<file path="src/rtl/bmp_ram_reader_pkg.sv">
// Shared constants, state and error-code types for the BMP RAM reader.
// Holds the header layout (54 bytes, field byte offsets) and the dimension check helper.
package bmp_ram_reader_pkg;

  localparam int BMP_HDR_SIZE = 54;
  localparam int HDR_SIG_OFF  = 0;
  localparam int HDR_OFF_OFF  = 10;
  localparam int HDR_W_OFF    = 18;
  localparam int HDR_H_OFF    = 22;
  localparam int HDR_BPP_OFF  = 28;

  // "BM" read little-endian from bytes 0 and 1
  localparam logic [15:0] BMP_SIG = 16'h4D42;
  localparam logic [15:0] BMP_BPP = 16'd24;

  typedef enum logic [1:0] {
    ERR_NONE = 2'd0,
    ERR_SIG  = 2'd1,
    ERR_BPP  = 2'd2,
    ERR_DIM  = 2'd3
  } err_code_e;

  typedef enum logic [2:0] {
    S_IDLE,
    S_HDR,
    S_CHK,
    S_FETCH,
    S_PRESENT,
    S_DONE,
    S_ERR
  } state_e;

  // Dimensions are signed 32-bit in the file; zero and negative are rejected.
  function automatic logic dim_ok(input logic [31:0] v, input int unsigned max_dim);
    return !v[31] && (v != 32'd0) && (v <= max_dim);
  endfunction

endpackage

</file>
<file path="src/rtl/bmp_hdr_parser.sv">
// Captures BMP header fields from an indexed byte stream and classifies the header.
// Fields are little-endian; err_code is a combinational verdict on the captured fields.
module bmp_hdr_parser
  import bmp_ram_reader_pkg::*;
#(
  parameter int MAX_DIM = 1024
) (
  input  logic        clk,
  input  logic        rst_n,
  input  logic        byte_vld,
  input  logic [5:0]  byte_idx,
  input  logic [7:0]  byte_data,
  output logic [31:0] offset,
  output logic [15:0] width,
  output logic [15:0] height,
  output err_code_e   err_code
);

  logic [15:0] sig;
  logic [15:0] bpp;
  logic [31:0] width_raw;
  logic [31:0] height_raw;
  logic [5:0]  rel_sig, rel_off, rel_w, rel_h, rel_bpp;

  // Indices below a field's base wrap to large values and fall outside the field.
  assign rel_sig = byte_idx - 6'(HDR_SIG_OFF);
  assign rel_off = byte_idx - 6'(HDR_OFF_OFF);
  assign rel_w   = byte_idx - 6'(HDR_W_OFF);
  assign rel_h   = byte_idx - 6'(HDR_H_OFF);
  assign rel_bpp = byte_idx - 6'(HDR_BPP_OFF);

  always_ff @(posedge clk or negedge rst_n) begin
    if (!rst_n) begin
      sig        <= '0;
      bpp        <= '0;
      offset     <= '0;
      width_raw  <= '0;
      height_raw <= '0;
    end else if (byte_vld) begin
      // NOTE: registers are updated with <= so every capture in this edge sees pre-edge values.
      if (rel_sig < 6'd2) sig[{rel_sig[0], 3'b000} +: 8]        <= byte_data;
      if (rel_off < 6'd4) offset[{rel_off[1:0], 3'b000} +: 8]   <= byte_data;
      if (rel_w   < 6'd4) width_raw[{rel_w[1:0], 3'b000} +: 8]  <= byte_data;
      if (rel_h   < 6'd4) height_raw[{rel_h[1:0], 3'b000} +: 8] <= byte_data;
      if (rel_bpp < 6'd2) bpp[{rel_bpp[0], 3'b000} +: 8]        <= byte_data;
    end
  end

  always_comb begin
    err_code = ERR_NONE;
    if (sig != BMP_SIG)
      err_code = ERR_SIG;
    else if (bpp != BMP_BPP)
      err_code = ERR_BPP;
    else if (!dim_ok(width_raw, MAX_DIM) || !dim_ok(height_raw, MAX_DIM))
      err_code = ERR_DIM;
  end

  assign width  = width_raw[15:0];
  assign height = height_raw[15:0];

endmodule

</file>
<file path="src/rtl/bmp_ram_reader.sv">
// Reads a BMP image out of byte RAM: header fetch and check, then a 24-bit valid/ready pixel stream.
// Define BMP_TOPDOWN_EN to emit rows top-down (pix_y=0 is the visual top row).
module bmp_ram_reader
  import bmp_ram_reader_pkg::*;
#(
  parameter int ADDR_WIDTH = 20,
  parameter int BYTE_WIDTH = 8,
  parameter int MAX_DIM    = 1024
) (
  input  logic                  clk,
  input  logic                  rst_n,
  input  logic                  start,
  output logic                  busy,
  output logic                  done,
  output logic                  err,
  output logic [1:0]            err_code,
  output logic                  RAM_rd_en,
  output logic [ADDR_WIDTH-1:0] RAM_addr,
  input  logic [BYTE_WIDTH-1:0] RAM_Q,
  output logic [15:0]           img_width,
  output logic [15:0]           img_height,
  output logic                  pix_valid,
  input  logic                  pix_ready,
  output logic [23:0]           pix_data,
  output logic [15:0]           pix_x,
  output logic [15:0]           pix_y,
  output logic                  pix_last
);

  state_e      state, state_n;
  err_code_e   err_code_q, hdr_err;
  logic [5:0]  hdr_cnt, hdr_idx;
  logic        hdr_vld;
  logic [1:0]  bcnt;
  logic        r_live;
  logic [7:0]  b_q, g_q, r_q;
  logic [15:0] x, y;
  logic [31:0] col_off, row_base, stride;
  logic [31:0] hdr_off, w32, stride_c, row_base_c, fetch_addr;
  logic [15:0] hdr_w, hdr_h;
  logic        at_row_end, at_last;

  bmp_hdr_parser #(.MAX_DIM(MAX_DIM)) u_parser (
    .clk      (clk),
    .rst_n    (rst_n),
    .byte_vld (hdr_vld),
    .byte_idx (hdr_idx),
    .byte_data(RAM_Q[7:0]),
    .offset   (hdr_off),
    .width    (hdr_w),
    .height   (hdr_h),
    .err_code (hdr_err)
  );

  assign w32      = {16'd0, hdr_w};
  assign stride_c = ((w32 << 1) + w32 + 32'd3) & ~32'd3;
`ifdef BMP_TOPDOWN_EN
  assign row_base_c = hdr_off + ({16'd0, hdr_h} - 32'd1) * stride_c;
`else
  assign row_base_c = hdr_off;
`endif

  assign fetch_addr = row_base + col_off + {30'd0, bcnt};
  assign at_row_end = (x == img_width - 16'd1);
  assign at_last    = at_row_end && (y == img_height - 16'd1);

  always_ff @(posedge clk or negedge rst_n) begin
    if (!rst_n) state <= S_IDLE;
    else        state <= state_n;
  end

  always_comb begin
    // NOTE: defaults first; any path that skips an assignment would otherwise infer a latch.
    state_n   = state;
    busy      = 1'b0;
    done      = 1'b0;
    err       = 1'b0;
    RAM_rd_en = 1'b0;
    RAM_addr  = '0;
    pix_valid = 1'b0;
    case (state)
      S_IDLE: if (start) state_n = S_HDR;
      S_HDR: begin
        busy      = 1'b1;
        RAM_rd_en = (hdr_cnt < 6'(BMP_HDR_SIZE));
        RAM_addr  = ADDR_WIDTH'(hdr_cnt);
        if (hdr_cnt == 6'(BMP_HDR_SIZE)) state_n = S_CHK;
      end
      S_CHK: begin
        busy    = 1'b1;
        state_n = (hdr_err != ERR_NONE) ? S_ERR : S_FETCH;
      end
      S_FETCH: begin
        busy      = 1'b1;
        RAM_rd_en = 1'b1;
        RAM_addr  = ADDR_WIDTH'(fetch_addr);
        if (bcnt == 2'd2) state_n = S_PRESENT;
      end
      S_PRESENT: begin
        busy      = 1'b1;
        pix_valid = 1'b1;
        if (pix_ready) state_n = at_last ? S_DONE : S_FETCH;
      end
      S_DONE: begin
        done    = 1'b1;
        state_n = S_IDLE;
      end
      S_ERR: begin
        err     = 1'b1;
        state_n = S_IDLE;
      end
      default: state_n = S_IDLE;
    endcase
  end

  always_ff @(posedge clk or negedge rst_n) begin
    if (!rst_n) begin
      hdr_cnt    <= '0;
      hdr_idx    <= '0;
      hdr_vld    <= 1'b0;
      err_code_q <= ERR_NONE;
      stride     <= '0;
      row_base   <= '0;
      col_off    <= '0;
      x          <= '0;
      y          <= '0;
      bcnt       <= '0;
      r_live     <= 1'b0;
      b_q        <= '0;
      g_q        <= '0;
      r_q        <= '0;
      img_width  <= '0;
      img_height <= '0;
    end else begin
      // Header bytes land one cycle after their read, tagged with the address that fetched them.
      hdr_vld <= RAM_rd_en && (state == S_HDR);
      hdr_idx <= hdr_cnt;
      case (state)
        S_IDLE: if (start) begin
          hdr_cnt    <= '0;
          err_code_q <= ERR_NONE;
        end
        S_HDR: hdr_cnt <= hdr_cnt + 6'd1;
        S_CHK: begin
          if (hdr_err != ERR_NONE) begin
            err_code_q <= hdr_err;
          end else begin
            stride     <= stride_c;
            row_base   <= row_base_c;
            col_off    <= '0;
            x          <= '0;
            y          <= '0;
            bcnt       <= '0;
            img_width  <= hdr_w;
            img_height <= hdr_h;
          end
        end
        S_FETCH: begin
          if (bcnt == 2'd1) b_q <= RAM_Q[7:0];
          if (bcnt == 2'd2) begin
            g_q    <= RAM_Q[7:0];
            r_live <= 1'b1;
            bcnt   <= '0;
          end else begin
            bcnt <= bcnt + 2'd1;
          end
        end
        S_PRESENT: begin
          // Red arrives on the first PRESENT cycle; it is shown straight from RAM_Q and held here.
          if (r_live) begin
            r_q    <= RAM_Q[7:0];
            r_live <= 1'b0;
          end
          if (pix_ready) begin
            if (at_row_end) begin
              x       <= '0;
              col_off <= '0;
              y       <= y + 16'd1;
`ifdef BMP_TOPDOWN_EN
              row_base <= row_base - stride;
`else
              row_base <= row_base + stride;
`endif
            end else begin
              x       <= x + 16'd1;
              col_off <= col_off + 32'd3;
            end
          end
        end
        default: ;
      endcase
    end
  end

  assign err_code = err_code_q;
  assign pix_data = {(r_live ? RAM_Q[7:0] : r_q), g_q, b_q};
  assign pix_x    = x;
  assign pix_y    = y;
  assign pix_last = pix_valid && at_last;

endmodule
</file>
<file path="config.mk">
export PLATFORM = sky130hd
export DESIGN_NAME = bmp_ram_reader
export DESIGN_NICKNAME = d
export VERILOG_FILES = /design/src/rtl/bmp_ram_reader_pkg.sv /design/src/rtl/bmp_hdr_parser.sv /design/src/rtl/bmp_ram_reader.sv
export SDC_FILE = /design/constraint.sdc
export NUM_CORES = 1
export LEC_CHECK = 0
export ABC_AREA = 1
export ABC_CLOCK_PERIOD_IN_PS = 3850
export BUFFER_PORTS_ARGS = -buffer_cell sky130_fd_sc_hd__buf_2
export CORE_ASPECT_RATIO = 0.9
export CORE_MARGIN = 2
export CORE_UTILIZATION = 62
export CTS_CLUSTER_DIAMETER = 40
export DETAILED_ROUTE_END_ITERATION = 7
export PLACE_DENSITY = 0.82
export REMOVE_ABC_BUFFERS = 1
export SLEW_MARGIN = 5
export SYNTH_ARGS = -nofsm -noshare
export SYNTH_HDL_FRONTEND = slang
export SYNTH_SLANG_ARGS = --single-unit
</file>
<file path="constraint.sdc">
create_clock -name clk -period 3.85 [get_ports clk]
set_clock_uncertainty 0.2 [all_clocks]
set_input_delay 0.5775 -clock clk [delete_from_list [all_inputs] [get_ports clk]]
set_output_delay 0.5775 -clock clk [all_outputs]
set_load 0.05 [all_outputs]
</file>
==> summary by stage <==
Clock network
The maximum count of clock buffers along a single path is 3. CTS placed an instance of sky130_fd_sc_hd__clkbuf_16 at the clock tree root. The later pin in the worst-skew pair is clocked with a latency of 0.54 ns. The clock net in this run drives a total of 281 sinks. The clock tree from TritonCTS is done. In this run the number of H-tree levels came out at 2.

TritonCTS created 40 clock buffers. The clock transition at the registers of the reported paths is 0.05 ns.

Timing
The setup total negative slack is -0.00467 ns. Setup repair after global routing could not meet its margin everywhere. Derived from the worst setup path, the maximum achievable clock frequency is ~260 MHz. The count of endpoints failing hold in the final timing report is 0. The headroom to the max-slew limit is 0.418. The total count of max-transition violations in the final report came to 0. For the pin with the worst max-slew slack, the measured transition is between 0.8 and 0.9 ns. The final-report setup violation count is 1. The smallest clock period supported by the final layout is computed as around 3.9 ns. The share of the cycle needed by the critical path after routing is 1.00. The minimum setup slack in the final design is -0.00467 ns.

Setup path
The type of the worst setup path is flop to output pin. For the worst setup path, the data arrival time is slightly above 3 ns. STA classifies the critical path startpoint as a flop. The required time at the worst-slack endpoint is about 3.1 ns. The kind of end point of the critical path is an output pin. The endpoint of the worst-slack reg-to-reg timing path is pix_y[10]. The worst register-to-register path begins at u_parser.width_raw[2].

The maximum fanout count along the critical path is 3. Measured in cells, the most critical reg-to-reg path has a length of 11. Across all register-to-register paths, the minimum setup slack is between 0.5 and 0.6 ns.

Routing
Wire segments on met3 add up to around 4.1 mm in the final route. The met2 wirelength from detailed routing is 23.2 mm. After the first detailed-routing iteration, the DRC count stood at 1,786. The detailed-router iteration count before antenna repair is 6.

The DRC violations left is 0. The sum of routed wire length over all layers is 50.5 mm. The detail route stage leaves a number of antenna-violating nets equal to 0.

The total via count after detailed routing is roughly 17,000. In the routed layout, each cell is associated on average with a via count of around 5.8. The highest layer touched by signal routing is met4. In the final routed layout, each cell accounts on average for 17.5 microns. After detailed routing, the wire length on met1 is ~21 mm.

Synth
The synthesized instance count is about 2,400. The fraction of registers with async set or reset after synthesis is 1.00. The synthesized netlist occupies a cell area of about 18,000 sq um. The number of unique standard cell types used by synthesis is 54. In the post-synthesis netlist, the biggest area contributors are sky130_fd_sc_hd__dfrtp_1, sky130_fd_sc_hd__nand2_1, sky130_fd_sc_hd__ha_1, sky130_fd_sc_hd__o21ai_0, sky130_fd_sc_hd__inv_1. During synthesis, Yosys emitted a total of 0 warnings. The share of Yosys cell area claimed by the top area cell type is 0.396. The mean area per synthesized cell is about 7.5 sq um. The sequential share of the synthesized area is 0.396.

Synthesis inferred around 280 register bits. The main flop type after synthesis is sky130_fd_sc_hd__dfrtp_1. Yosys mapped a number of flops with a built-in enable equal to 0.

The most common cell in the synthesized netlist is sky130_fd_sc_hd__nand2_1. By count the netlist is led by sky130_fd_sc_hd__nand2_1, sky130_fd_sc_hd__dfrtp_1, sky130_fd_sc_hd__inv_1, sky130_fd_sc_hd__o21ai_0, sky130_fd_sc_hd__nor2_1. The cell type with the highest aggregate area in the netlist is sky130_fd_sc_hd__dfrtp_1.

Global route
The total track usage is 0.340. The initial antenna violation count is 2. The first global-routing pass estimated between 80 and 90 mm of wire. Entering global routing, the biggest net connects 94 pins.

The number of global-route vias before repair is approximately 16,000. For this run the aggregate overflow at the end of global routing stands at 0.

Floorplanning
The area of the core region is between 20,000 and 30,000 sq um. The overall die height is 165 microns. The starting density of the core is 0.633. The horizontal die dimension is approximately 180 microns. The number of top-level pins is around 130. The die covers around 30,000 sq um. The placement row count is 58.

Status
The checks that failed: negative setup slack. The flow ran to the end, but the final reports show violations.

Hold path
The worst min-delay path category is primary input to flop. The launch point of the worst hold path is pix_ready. The worst hold path terminates at state[2]. The worst hold path was traced through 4 stages.

Place
The detailed placement HPWL is ~36 mm. The count of buffers from port buffering is approximately 130. The post-place setup slack is between 0.08 and 0.09 ns. The final weighted congestion in routability-driven placement is 0.950.

Cells and area
The area used by sequential logic in the layout is around 7000 sq um. The area growth from synthesis to layout is 14.4%. The number of fill cells in the layout is 2,160. In the final layout, the multi-input gates occupy about 9600 sq um. The post-layout net count is about 2,600. The share of final-layout standard cells stronger than drive strength 1 is 0.125.

Flow run
The tool flagged a number of max-cap violations equal to 0.

Pwr
Across the VDD grid, the largest voltage drop is roughly 0.64 mV. The power density of the placed cells is approximately 700 nW/um^2. For this design the static power due to leakage is between 0.01 and 0.015 uW.
[layer usage]
layer	vias to the layer above	track usage
li1	7967	-
met1	7863	0.453
met2	702	0.557
met3	156	0.0598
met4	0	0.140
met5	-	0
[area by class of cell]
type / instances / share of cell area
Antenna cell: 1 / 0.000123
Clock buffer: 47 / 0.0541
Clock inverter: 27 / 0.0157
Inverter: 250 / 0.0462
Multi-Input combinational cell: 1770 / 0.471
Sequential cell: 281 / 0.346
Tap cell: 360 / 0.0222
Timing Repair Buffer: 154 / 0.0447
[worst max path at each step]
stage,from,cells past startpoint,endpoint,slack (ns)
6_report,bcnt[1],14,RAM_addr[17],-0.005
4_1_cts,row_base[1],14,RAM_addr[17],-0.06
3_5_place_dp,col_off[1],14,RAM_addr[17],0.09
5_1_grt,bcnt[1],14,RAM_addr[17],-0.14
3_3_place_gp,bcnt[1],14,RAM_addr[17],0.13
2_1_floorplan,state[1],10,pix_y[0],-1.00
[per-stage QoR]
step / power [uW] / instances / utilization / area (sq um) / hold WS (ns)
finish: 14200 / 2890 / 0.724 / 20300 / 0.150
CTS: 14100 / 2886 / 0.719 / 20200 / 0.152
global placement: 9940 / 2804 / 0.664 / 18600 / 0.169
global route: 15100 / 2889 / 0.724 / 20300 / 0.181
detailed placement: 10100 / 2804 / 0.664 / 18600 / 0.164
floorplan: 8420 / 2301 / - / 17400 / 0.0819
[power by group]
part           switching [uW]  internal (uW)  leakage [uW]
registers                 438           3560       0.00337
logic                    4400           1950       0.00639
clock network            1500           2370      0.000697
[flip-flops by register name (all words and copies together) (netlist names)]
signal               flops
u_parser.height_raw     32
u_parser.width_raw      32
col_off                 20
row_base                20
u_parser.offset         20
img_height              16
img_width               16
pix_x                   16
pix_y                   16
stride                  16
u_parser.bpp            16
u_parser.sig            16
b_q                      8
g_q                      8
r_q                      8
hdr_cnt                  6
hdr_idx                  6
state                    3
bcnt                     2
err_code                 2
hdr_vld                  1
r_live                   1
[worst max-delay path: stages, from the launching register on]
cell                      delay (ns)
sky130_fd_sc_hd__dfrtp_1        0.40
sky130_fd_sc_hd__fa_1           0.55
sky130_fd_sc_hd__ha_2           0.19
sky130_fd_sc_hd__inv_2          0.04
sky130_fd_sc_hd__fa_2           0.33
sky130_fd_sc_hd__inv_2          0.08
sky130_fd_sc_hd__a31oi_4        0.08
sky130_fd_sc_hd__o21ai_2        0.13
sky130_fd_sc_hd__nand2_1        0.08
sky130_fd_sc_hd__nand2_2        0.09
sky130_fd_sc_hd__nand3_2        0.08
sky130_fd_sc_hd__nand2_1        0.07
sky130_fd_sc_hd__nor2_1         0.05
sky130_fd_sc_hd__nor3_2         0.19
sky130_fd_sc_hd__buf_6          0.19
[what timing repair did]
item | in CTS | in global routing
endpoints found under the setup margin | 7 | 13
endpoints found under the hold margin | 66 | 0
resized for setup | 22 | 36
pin swaps | 7 | 9
buffers inserted | 7 | 3
hold buffers | 1 | 0
[cell usage in the layout, fill, tap and decap left out, types with 5 or more instances in the layout]
cell	instances
sky130_fd_sc_hd__nand2_1	663
sky130_fd_sc_hd__dfrtp_1	279
sky130_fd_sc_hd__inv_1	238
sky130_fd_sc_hd__nor2_1	226
sky130_fd_sc_hd__o21ai_0	226
sky130_fd_sc_hd__nand3_1	128
sky130_fd_sc_hd__buf_2	116
sky130_fd_sc_hd__ha_1	99
sky130_fd_sc_hd__a21oi_1	68
sky130_fd_sc_hd__xor2_1	60
sky130_fd_sc_hd__nor3_1	48
sky130_fd_sc_hd__xnor2_1	45
sky130_fd_sc_hd__clkbuf_16	42
sky130_fd_sc_hd__nand4_1	34
sky130_fd_sc_hd__buf_4	30
sky130_fd_sc_hd__nand3b_1	22
sky130_fd_sc_hd__o21ai_1	19
sky130_fd_sc_hd__mux2_2	13
sky130_fd_sc_hd__nor2_2	11
sky130_fd_sc_hd__nand2_2	11
sky130_fd_sc_hd__nor4_1	10
sky130_fd_sc_hd__inv_2	9
sky130_fd_sc_hd__o22ai_1	8
sky130_fd_sc_hd__nor2_4	7
sky130_fd_sc_hd__o31ai_1	6
sky130_fd_sc_hd__clkinv_2	6
sky130_fd_sc_hd__inv_6	6
sky130_fd_sc_hd__nand2_4	5
sky130_fd_sc_hd__or2_2	5
[cells by family after synthesis]
| logic type | after synthesis | share of synthesized area |
|---|---|---|
| muxes | 13 | 0.00824 |
| AOI/OAI and AO/OA | 357 | 0.106 |
| DFF | 281 | 0.396 |
| adders and majority gates | 107 | 0.0770 |
| buffers and inverters | 324 | 0.0741 |
| and+or+nand+nor | 1188 | 0.287 |
| xor gates and xnor gates | 105 | 0.0518 |
No activity file was read; power rests on OpenSTA's default activity.
